`config.mk`:
```
export PLATFORM = sky130hd
export DESIGN_NAME = fetch_exec_control_flat
export DESIGN_NICKNAME = d
export VERILOG_FILES = /design/src/rtl/cpu_ctrl_pkg.sv /design/src/rtl/fetch_exec_control_if.sv /design/src/rtl/fetch_exec_control.sv /design/src/flat_wrapper.sv
export SDC_FILE = /design/constraint.sdc
export NUM_CORES = 1
export LEC_CHECK = 0
export CORE_UTILIZATION = 37
export CTS_BUF_LIST = sky130_fd_sc_hd__clkbuf_8 sky130_fd_sc_hd__clkbuf_16
export CTS_CLUSTER_SIZE = 12
export DETAILED_ROUTE_END_ITERATION = 10
export GPL_TIMING_DRIVEN = 1
export PLACE_DENSITY = 0.77
export SYNTH_ARGS = -nofsm -noshare
export SYNTH_HDL_FRONTEND = slang
export SYNTH_SLANG_ARGS = --single-unit
```
`constraint.sdc`:
```
create_clock -name Clock -period 1.9 [get_ports Clock]
set_clock_uncertainty 0.05 [all_clocks]
set_input_delay 0.38 -clock Clock [delete_from_list [all_inputs] [get_ports Clock]]
set_output_delay 0.38 -clock Clock [all_outputs]
set_load 0.02 [all_outputs]
```
`src/rtl/cpu_ctrl_pkg.sv`:
```
// Shared opcodes, state encoding and decode helpers for the fetch/execute sequencer.
package cpu_ctrl_pkg;

    localparam logic [4:0] OP_ADD  = 5'b00011;
    localparam logic [4:0] OP_SUB  = 5'b00100;
    localparam logic [4:0] OP_AND  = 5'b00101;
    localparam logic [4:0] OP_OR   = 5'b00110;
    localparam logic [4:0] OP_MFHI = 5'b11001;
    localparam logic [4:0] OP_MFLO = 5'b11010;
    localparam logic [4:0] OP_NOP  = 5'b11011;
    localparam logic [4:0] OP_HALT = 5'b11100;

    typedef enum logic [2:0] {
        IDLE   = 3'd0,
        FETCH0 = 3'd1,
        FETCH1 = 3'd2,
        FETCH2 = 3'd3,
        EXEC3  = 3'd4,
        EXEC4  = 3'd5,
        EXEC5  = 3'd6,
        HALTED = 3'd7
    } state_t;

    // R-format ALU ops take the three-step execute path.
    function automatic logic is_alu(input logic [4:0] op);
        return (op == OP_ADD) || (op == OP_SUB) || (op == OP_AND) || (op == OP_OR);
    endfunction

endpackage

```
`src/rtl/fetch_exec_control_if.sv`:
```
// Control bundle between the sequencer (master) and the datapath (slave).
interface fetch_exec_control_if #(
    parameter int unsigned CNT_W = 16
);
    logic [31:0]      IR;
    logic             Stop;
    logic             PCout, Zlowout, ZHighout, MDRout, HIout, LOout, Cout, InPortout;
    logic             MARin, MDRin, IRin, Yin, Zin, PCin, Rin;
    logic             GRA, GRB, GRC, Rout, BAout;
    logic             IncPC, Read, Write;
    logic [4:0]       operation;
    logic             Run;
    logic [CNT_W-1:0] instr_count;

    modport master (
        input  IR, Stop,
        output PCout, Zlowout, ZHighout, MDRout, HIout, LOout, Cout, InPortout,
        output MARin, MDRin, IRin, Yin, Zin, PCin, Rin,
        output GRA, GRB, GRC, Rout, BAout,
        output IncPC, Read, Write, operation, Run, instr_count
    );

    modport slave (
        output IR, Stop,
        input  PCout, Zlowout, ZHighout, MDRout, HIout, LOout, Cout, InPortout,
        input  MARin, MDRin, IRin, Yin, Zin, PCin, Rin,
        input  GRA, GRB, GRC, Rout, BAout,
        input  IncPC, Read, Write, operation, Run, instr_count
    );
endinterface

```
`src/rtl/fetch_exec_control.sv`:
```
// Moore fetch/execute sequencer: drives datapath strobes, counts retired instructions.
module fetch_exec_control
    import cpu_ctrl_pkg::*;
#(
    parameter int unsigned CNT_W = 16
) (
    input logic                  Clock,
    input logic                  Reset,
    fetch_exec_control_if.master bus
);

    state_t           state;
    logic [CNT_W-1:0] count;
    logic [4:0]       opcode;

    assign opcode          = bus.IR[31:27];
    assign bus.instr_count = count;

    // State sequencing and retire counting; Stop only matters on the retire edge.
    always_ff @(posedge Clock or posedge Reset) begin
        if (Reset) begin
            state <= IDLE;
            count <= '0;
        end else begin
            unique case (state)
                IDLE:   state <= FETCH0;
                FETCH0: state <= FETCH1;
                FETCH1: state <= FETCH2;
                FETCH2: state <= EXEC3;
                EXEC3: begin
                    if (is_alu(opcode)) begin
                        state <= EXEC4;
                    end else if (opcode == OP_HALT) begin
                        // halt is not counted as retired
                        state <= HALTED;
                    end else begin
                        count <= count + 1'b1;
                        state <= bus.Stop ? HALTED : FETCH0;
                    end
                end
                EXEC4:  state <= EXEC5;
                EXEC5: begin
                    count <= count + 1'b1;
                    state <= bus.Stop ? HALTED : FETCH0;
                end
                HALTED: state <= HALTED;
                default: state <= IDLE;
            endcase
        end
    end

    // Strobe decode from state (and opcode in execute states only).
    always_comb begin
        bus.PCout     = 1'b0;
        bus.Zlowout   = 1'b0;
        bus.ZHighout  = 1'b0;
        bus.MDRout    = 1'b0;
        bus.HIout     = 1'b0;
        bus.LOout     = 1'b0;
        bus.Cout      = 1'b0;
        bus.InPortout = 1'b0;
        bus.MARin     = 1'b0;
        bus.MDRin     = 1'b0;
        bus.IRin      = 1'b0;
        bus.Yin       = 1'b0;
        bus.Zin       = 1'b0;
        bus.PCin      = 1'b0;
        bus.Rin       = 1'b0;
        bus.GRA       = 1'b0;
        bus.GRB       = 1'b0;
        bus.GRC       = 1'b0;
        bus.Rout      = 1'b0;
        bus.BAout     = 1'b0;
        bus.IncPC     = 1'b0;
        bus.Read      = 1'b0;
        bus.Write     = 1'b0;
        bus.operation = 5'b00000;
        bus.Run       = (state != IDLE) && (state != HALTED);
        unique case (state)
            FETCH0: begin
                bus.PCout = 1'b1;
                bus.MARin = 1'b1;
                bus.IncPC = 1'b1;
                bus.Zin   = 1'b1;
            end
            FETCH1: begin
                bus.Zlowout = 1'b1;
                bus.PCin    = 1'b1;
                bus.Read    = 1'b1;
                bus.MDRin   = 1'b1;
            end
            FETCH2: begin
                bus.MDRout = 1'b1;
                bus.IRin   = 1'b1;
            end
            EXEC3: begin
                if (is_alu(opcode)) begin
                    bus.GRB  = 1'b1;
                    bus.Rout = 1'b1;
                    bus.Yin  = 1'b1;
                end else if (opcode == OP_MFHI) begin
                    bus.GRA   = 1'b1;
                    bus.Rin   = 1'b1;
                    bus.HIout = 1'b1;
                end else if (opcode == OP_MFLO) begin
                    bus.GRA   = 1'b1;
                    bus.Rin   = 1'b1;
                    bus.LOout = 1'b1;
                end
            end
            EXEC4: begin
                bus.GRC       = 1'b1;
                bus.Rout      = 1'b1;
                bus.Zin       = 1'b1;
                bus.operation = opcode;
            end
            EXEC5: begin
                bus.Zlowout = 1'b1;
                bus.GRA     = 1'b1;
                bus.Rin     = 1'b1;
            end
            default: ;
        endcase
    end

endmodule

```
`src/flat_wrapper.sv`:
```
// flat-port wrapper written by rule: the top's interface ports become plain ports
module fetch_exec_control_flat import cpu_ctrl_pkg::*;
#(
    parameter int unsigned CNT_W = 16
)
  (Clock, Reset, bus_IR, bus_Stop, bus_PCout, bus_Zlowout, bus_ZHighout, bus_MDRout, bus_HIout, bus_LOout, bus_Cout, bus_InPortout, bus_MARin, bus_MDRin, bus_IRin, bus_Yin, bus_Zin, bus_PCin, bus_Rin, bus_GRA, bus_GRB, bus_GRC, bus_Rout, bus_BAout, bus_IncPC, bus_Read, bus_Write, bus_operation, bus_Run, bus_instr_count);
  fetch_exec_control_if #(.CNT_W(CNT_W)) bus_i ();
  input logic Clock;
  input logic Reset;
  input wire logic [$bits(bus_i.IR)-1:0] bus_IR;
  input wire logic [$bits(bus_i.Stop)-1:0] bus_Stop;
  output wire logic [$bits(bus_i.PCout)-1:0] bus_PCout;
  output wire logic [$bits(bus_i.Zlowout)-1:0] bus_Zlowout;
  output wire logic [$bits(bus_i.ZHighout)-1:0] bus_ZHighout;
  output wire logic [$bits(bus_i.MDRout)-1:0] bus_MDRout;
  output wire logic [$bits(bus_i.HIout)-1:0] bus_HIout;
  output wire logic [$bits(bus_i.LOout)-1:0] bus_LOout;
  output wire logic [$bits(bus_i.Cout)-1:0] bus_Cout;
  output wire logic [$bits(bus_i.InPortout)-1:0] bus_InPortout;
  output wire logic [$bits(bus_i.MARin)-1:0] bus_MARin;
  output wire logic [$bits(bus_i.MDRin)-1:0] bus_MDRin;
  output wire logic [$bits(bus_i.IRin)-1:0] bus_IRin;
  output wire logic [$bits(bus_i.Yin)-1:0] bus_Yin;
  output wire logic [$bits(bus_i.Zin)-1:0] bus_Zin;
  output wire logic [$bits(bus_i.PCin)-1:0] bus_PCin;
  output wire logic [$bits(bus_i.Rin)-1:0] bus_Rin;
  output wire logic [$bits(bus_i.GRA)-1:0] bus_GRA;
  output wire logic [$bits(bus_i.GRB)-1:0] bus_GRB;
  output wire logic [$bits(bus_i.GRC)-1:0] bus_GRC;
  output wire logic [$bits(bus_i.Rout)-1:0] bus_Rout;
  output wire logic [$bits(bus_i.BAout)-1:0] bus_BAout;
  output wire logic [$bits(bus_i.IncPC)-1:0] bus_IncPC;
  output wire logic [$bits(bus_i.Read)-1:0] bus_Read;
  output wire logic [$bits(bus_i.Write)-1:0] bus_Write;
  output wire logic [$bits(bus_i.operation)-1:0] bus_operation;
  output wire logic [$bits(bus_i.Run)-1:0] bus_Run;
  output wire logic [$bits(bus_i.instr_count)-1:0] bus_instr_count;
  assign bus_i.IR = bus_IR;
  assign bus_i.Stop = bus_Stop;
  assign bus_PCout = bus_i.PCout;
  assign bus_Zlowout = bus_i.Zlowout;
  assign bus_ZHighout = bus_i.ZHighout;
  assign bus_MDRout = bus_i.MDRout;
  assign bus_HIout = bus_i.HIout;
  assign bus_LOout = bus_i.LOout;
  assign bus_Cout = bus_i.Cout;
  assign bus_InPortout = bus_i.InPortout;
  assign bus_MARin = bus_i.MARin;
  assign bus_MDRin = bus_i.MDRin;
  assign bus_IRin = bus_i.IRin;
  assign bus_Yin = bus_i.Yin;
  assign bus_Zin = bus_i.Zin;
  assign bus_PCin = bus_i.PCin;
  assign bus_Rin = bus_i.Rin;
  assign bus_GRA = bus_i.GRA;
  assign bus_GRB = bus_i.GRB;
  assign bus_GRC = bus_i.GRC;
  assign bus_Rout = bus_i.Rout;
  assign bus_BAout = bus_i.BAout;
  assign bus_IncPC = bus_i.IncPC;
  assign bus_Read = bus_i.Read;
  assign bus_Write = bus_i.Write;
  assign bus_operation = bus_i.operation;
  assign bus_Run = bus_i.Run;
  assign bus_instr_count = bus_i.instr_count;
  fetch_exec_control #(.CNT_W(CNT_W)) u_core (.Clock(Clock), .Reset(Reset), .bus(bus_i));
endmodule
```
Word-level counts from Yosys, hierarchy flattened

Index checks and enable logic that the tools add are counted.

Register bits: 19
Output and inout bits: 45

Mux-type cells: 27
Eq/ne operators: 17
Add/sub/neg operators: 1
Reduce and logical (&&, ||, !) cells: 10

Operators by type and width:

| cell                    | number |
|---|---|
| $mux W16                | 2 |
| $pmux W16 S2            | 1 |
| $pmux W3 S8             | 1 |
| $mux W1                 | 17 |
| $add A16 B1 Y16 const B | 1 |
| $eq A5 B3 Y1 const B    | 3 |
| $eq A5 B5 Y1 const B    | 3 |
| $eq A3 B3 Y1 const B    | 4 |
| $mux W3                 | 3 |
| $eq A3 B2 Y1 const B    | 2 |
| $eq A5 B2 Y1 const B    | 1 |
| $mux W5                 | 1 |
| $ne A2 B2 Y1 const B    | 2 |
| $pmux W1 S2             | 2 |
| $reduce_or A2 Y1        | 2 |
| $eq A3 B1 Y1 const B    | 1 |
| $logic_not A3 Y1        | 1 |
| $logic_or A1 B1 Y1      | 3 |
| $ne A3 B3 Y1 const B    | 1 |
| $reduce_and A3 Y1       | 1 |
| $reduce_bool A3 Y1      | 1 |
| $reduce_bool A2 Y1      | 1 |
| $logic_and A1 B1 Y1     | 1 |

Longest topological paths before layout

Depth in word-level cells: 6
Depth in mapped cells: 6
Depth with buffers taken out: 5

Least setup slack after synthesis

Ideal clock, no wire load.

Path type: flip-flop to output port
Start point: register u_core.state[1]
End point: output bus_Rin
Required time: 1.470 ns
Slack: -0.404 ns
Buffers on the path: 2
Arrival: 1.874 ns
Cell stages (with the launch flop): 5
Cells stage by stage: dfrtp_1 > buf_2 > or4_1 > o21ai_0 > buf_4

Cells in the longest elaborated chain, start to end: 2

RTL lines:

| element                | RTL line                 | text |
|---|---|---|
| start, declared        | fetch_exec_control.sv:12 | `state_t state;` |
| start signal, assigned | fetch_exec_control.sv:38 | `state <= bus.Stop ? HALTED : FETCH0;` |
| start signal, assigned | fetch_exec_control.sv:44 | `state <= bus.Stop ? HALTED : FETCH0;` |
| $eq A3 B3 Y1           | -                        |  |
| $pmux W1 S2 *          | -                        |  |
| end, declared          | flat_wrapper.sv:26       | `output wire logic [$bits(bus_i.Rin)-1:0] bus_Rin;` |

Every way passes the cells marked *; elsewhere a longest branch is shown, timed or not.

Final worst setup path

Start point: register u_core.state[0]
End point: output bus_HIout

Cells in the longest elaborated chain, start to end: 2

RTL lines:

| element       | RTL line                 | text |
|---|---|---|
| $eq A3 B3 Y1  | fetch_exec_control.sv:79 | `unique case (state)` |
| $mux W1       | fetch_exec_control.sv:79 |  |
| end, declared | flat_wrapper.sv:16       | `output wire logic [$bits(bus_i.HIout)-1:0] bus_HIout;` |

No other way between the ends.

==> reports/qor.csv <==
stage,metric,value,unit
run_status,status,"complete, but fails checks",
run_status,violations,negative setup slack,
yosys,ys_warn_count,0,
power,switchingPower,1050,µW
die,initial_utilization,0.392,
yosys,ys_seq_area_frac,0.361,
yosys,yosys.area.top_type,dfrtp_1,
global_route,grt_pass1_vias,1170,
power,leakage,0.000942,µW
yosys,syn_area,1320,µm²
global_route,antenna_found_initial,0,
timing,period_needed,2.01,ns
detailed_routing,drc,0,
yosys,synth.top_cells.by_count,"19 x dfrtp_1, 16 x xnor2_1, 12 x buf_4",
power,p_seq_frac,0.248,
cts,path_clk_slew,0.07,ns
power,powerDensity,1170,nW/µm²
cts,cts_hold_buf,0,
timing,hold_violations,0,
final_layout,n_fill_cell,308,
global_route,grt-ovfl-total,0,
cts,insertion_delay,0.26,ns
power,internal_power,1390,µW
final_layout,final_util,0.624,
job,drv_cap,0,
die,rows,21,
setup_path,worstSetupPathType,reg2out,
timing,report.final.slew_viol_count,0,
cts,cts_tree,yes,
yosys,synth_cells,141,
place,dpl_cell_area,1950,µm²
final_layout,diodes,0,
die,die_x,61.7,µm
cts,clockBufferDepth,2,
timing,max_freq,498,MHz
setup_path,crit_arrival,1.58,ns
timing,hold_ws,0.388,ns
yosys,syn_area_per_cell,9.35,µm²
yosys,ys_ff_latch,19,
yosys,synth_top_area_frac,0.361,
final_layout,postLayoutCellArea,2100,µm²
final_layout,drive_gt1_frac,0.410,
detailed_routing,ant_nets,0,
detailed_routing,wl_per_cell,13.4,µm
setup_path,critPathLaunchType,register,
power,vdd_ir_drop_max,0.882,mV
yosys,synth_edf_count,0,
power,clkPwrFrac,0.112,
die,coreArea,3360,µm²
setup_path,required,1.47,ns
yosys,ys_async_sr_fraction,1.00,
place,post-dp-hpwl,2500,µm
detailed_routing,routed_wl,3440,µm
hold_path,hold_class,in2async,
cts,cts.sinks,19,
setup_path,worstPathMaxFanout,3,
die,io_pins,80,
timing,min_period_over_period,1.06,
place,port_buffers,47,
detailed_routing,first_pass_iters,4,
timing,fin_ws,-0.108,ns
global_route,grt_pass1_wl,5250,µm
cts,cts_buffers,3,
cts,cts_root_buf,clkbuf_8,
power,power,2450,µW
yosys,synth.most_common_cell,dfrtp_1,
timing,setup_violations,4,
die,die_y,61.7,µm
final_layout,nets,247,
power,p_sw_frac,0.430,
setup_path,worstSetupEndpointType,output pin,
timing,tns,-0.336,ns
yosys,synthFlopType,dfrtp_1,
die,dieArea,3810,µm²
timing,rsz0062_at_grt,true,
place,place_congestion,0.842,
yosys,synth_cell_type_count,40,
global_route,grt_start_max_net_pins,20,
detailed_routing,dr_total_vias,1247,
yosys,synth_top_cells_by_area,"dfrtp_1 36%, xnor2_1 11%, buf_4 6.8%, and3_1 4.3%, nand3_1 3.0%",
power,power_frac_comb,0.640,
global_route,grt_usage,0.186,
detailed_routing,viasPerCell,4.87,
cts,cts_max_level,1,
detailed_routing,drt_iter0_drc,47,
final_layout,area_delta_synth_final,59.0,%
==> kinds of logic (layout without fill, tap and decap cells) <==
group / after synthesis / count (layout) / share of synthesized area
compound gates: 15 / 15 / 0.107
xor+xnor: 16 / 16 / 0.106
other cells: 1 / 5 / 0.00284
flops: 19 / 19 / 0.361
fa+ha+maj: 1 / 1 / 0.00949
mux: 1 / 1 / 0.0114
buf+inv: 21 / 86 / 0.109
simple gates: 67 / 67 / 0.293
==> stage by stage <==
| stage | std cells | setup WS (ns) |
|---|---|---|
| 3_3_place_gp | 245 | -0.833 |
| 5_1_grt | 256 | -0.142 |
| 3_5_place_dp | 245 | -0.925 |
| 2_1_floorplan | 145 | -0.128 |
| 4_1_cts | 252 | -0.120 |
| 6_report | 256 | -0.108 |
==> critical path, stage by stage (launching register included) <==
cell,delay (ns)
dfrtp_1,0.38
nand2b_4,0.14
or4_4,0.46
nor3b_2,0.18
buf_4,0.16
==> routing by layer <==
metal	part of all wire	GRT usage
met3	0.040	0.0166
met2	0.52	0.338
met5	0	0
met1	0.42	0.230
met4	0.013	0.0667
==> final timing paths <==
kind / cells after the start / endpoint / slack [ns] / start
min in group Clock: 1 / u_core.bus.instr_count[15] / 0.43 / u_core.bus.instr_count[15]
hold reg to reg: 1 / u_core.bus.instr_count[15] / 0.43 / u_core.bus.instr_count[15]
setup / recovery: 4 / bus_HIout / -0.11 / u_core.state[0]
hold / removal: 3 / u_core.bus.instr_count[12] / 0.39 / Reset
setup reg to reg: 6 / u_core.bus.instr_count[11] / 0.16 / u_core.state[0]
max in group asynchronous: 3 / u_core.state[1] / 1.21 / Reset
==> cell type report <==
type,count,area [µm²],share of cell area
clock buffers,3,41.3,0.0197
clock inverters,1,3.75,0.00179
repair buffers,79,686,0.327
flip-flops and latches,19,475,0.227
multi-input cells,105,822,0.392
well taps,46,57.6,0.0274
inverters,3,11.3,0.00537
==> sequential cells by signal, summed over array words and instances, names as in the netlist <==
register                flops
u_core.bus.instr_count     16
u_core.state                3
==> layout by cell type, fill, tap and decap left out, drive strengths merged, types with 3 or more instances in the layout <==
| master | instances |
|---|---|
| a21oi | 4 |
| nor3b | 3 |
| o21ai | 3 |
| nor2 | 11 |
| nand4 | 6 |
| and3 | 9 |
| xnor2 | 16 |
| dfrtp | 19 |
| clkbuf | 10 |
| clkdlybuf4s15 | 4 |
| nand2 | 11 |
| nand3 | 8 |
| nor3 | 4 |
| conb | 5 |
| nand4b | 3 |
| clkdlybuf4s50 | 18 |
| buf | 48 |
| inv | 4 |
==> power by group through the flow <==
stage	combinational, µW	clock, µW	sequential [µW]
floorplan	805	0	676
global placement	1490	0	599
detailed placement	1510	0	607
CTS	1470	277	610
global route	1690	289	625
finish	1570	273	608
==> repair_timing <==
action,CTS,global route
setup endpoints to repair,35,24
hold endpoints to repair,0,0
resized for setup,99,39
setup buffers,3,4
pin swaps,4,4
No activity file was read; power rests on OpenSTA's default activity.
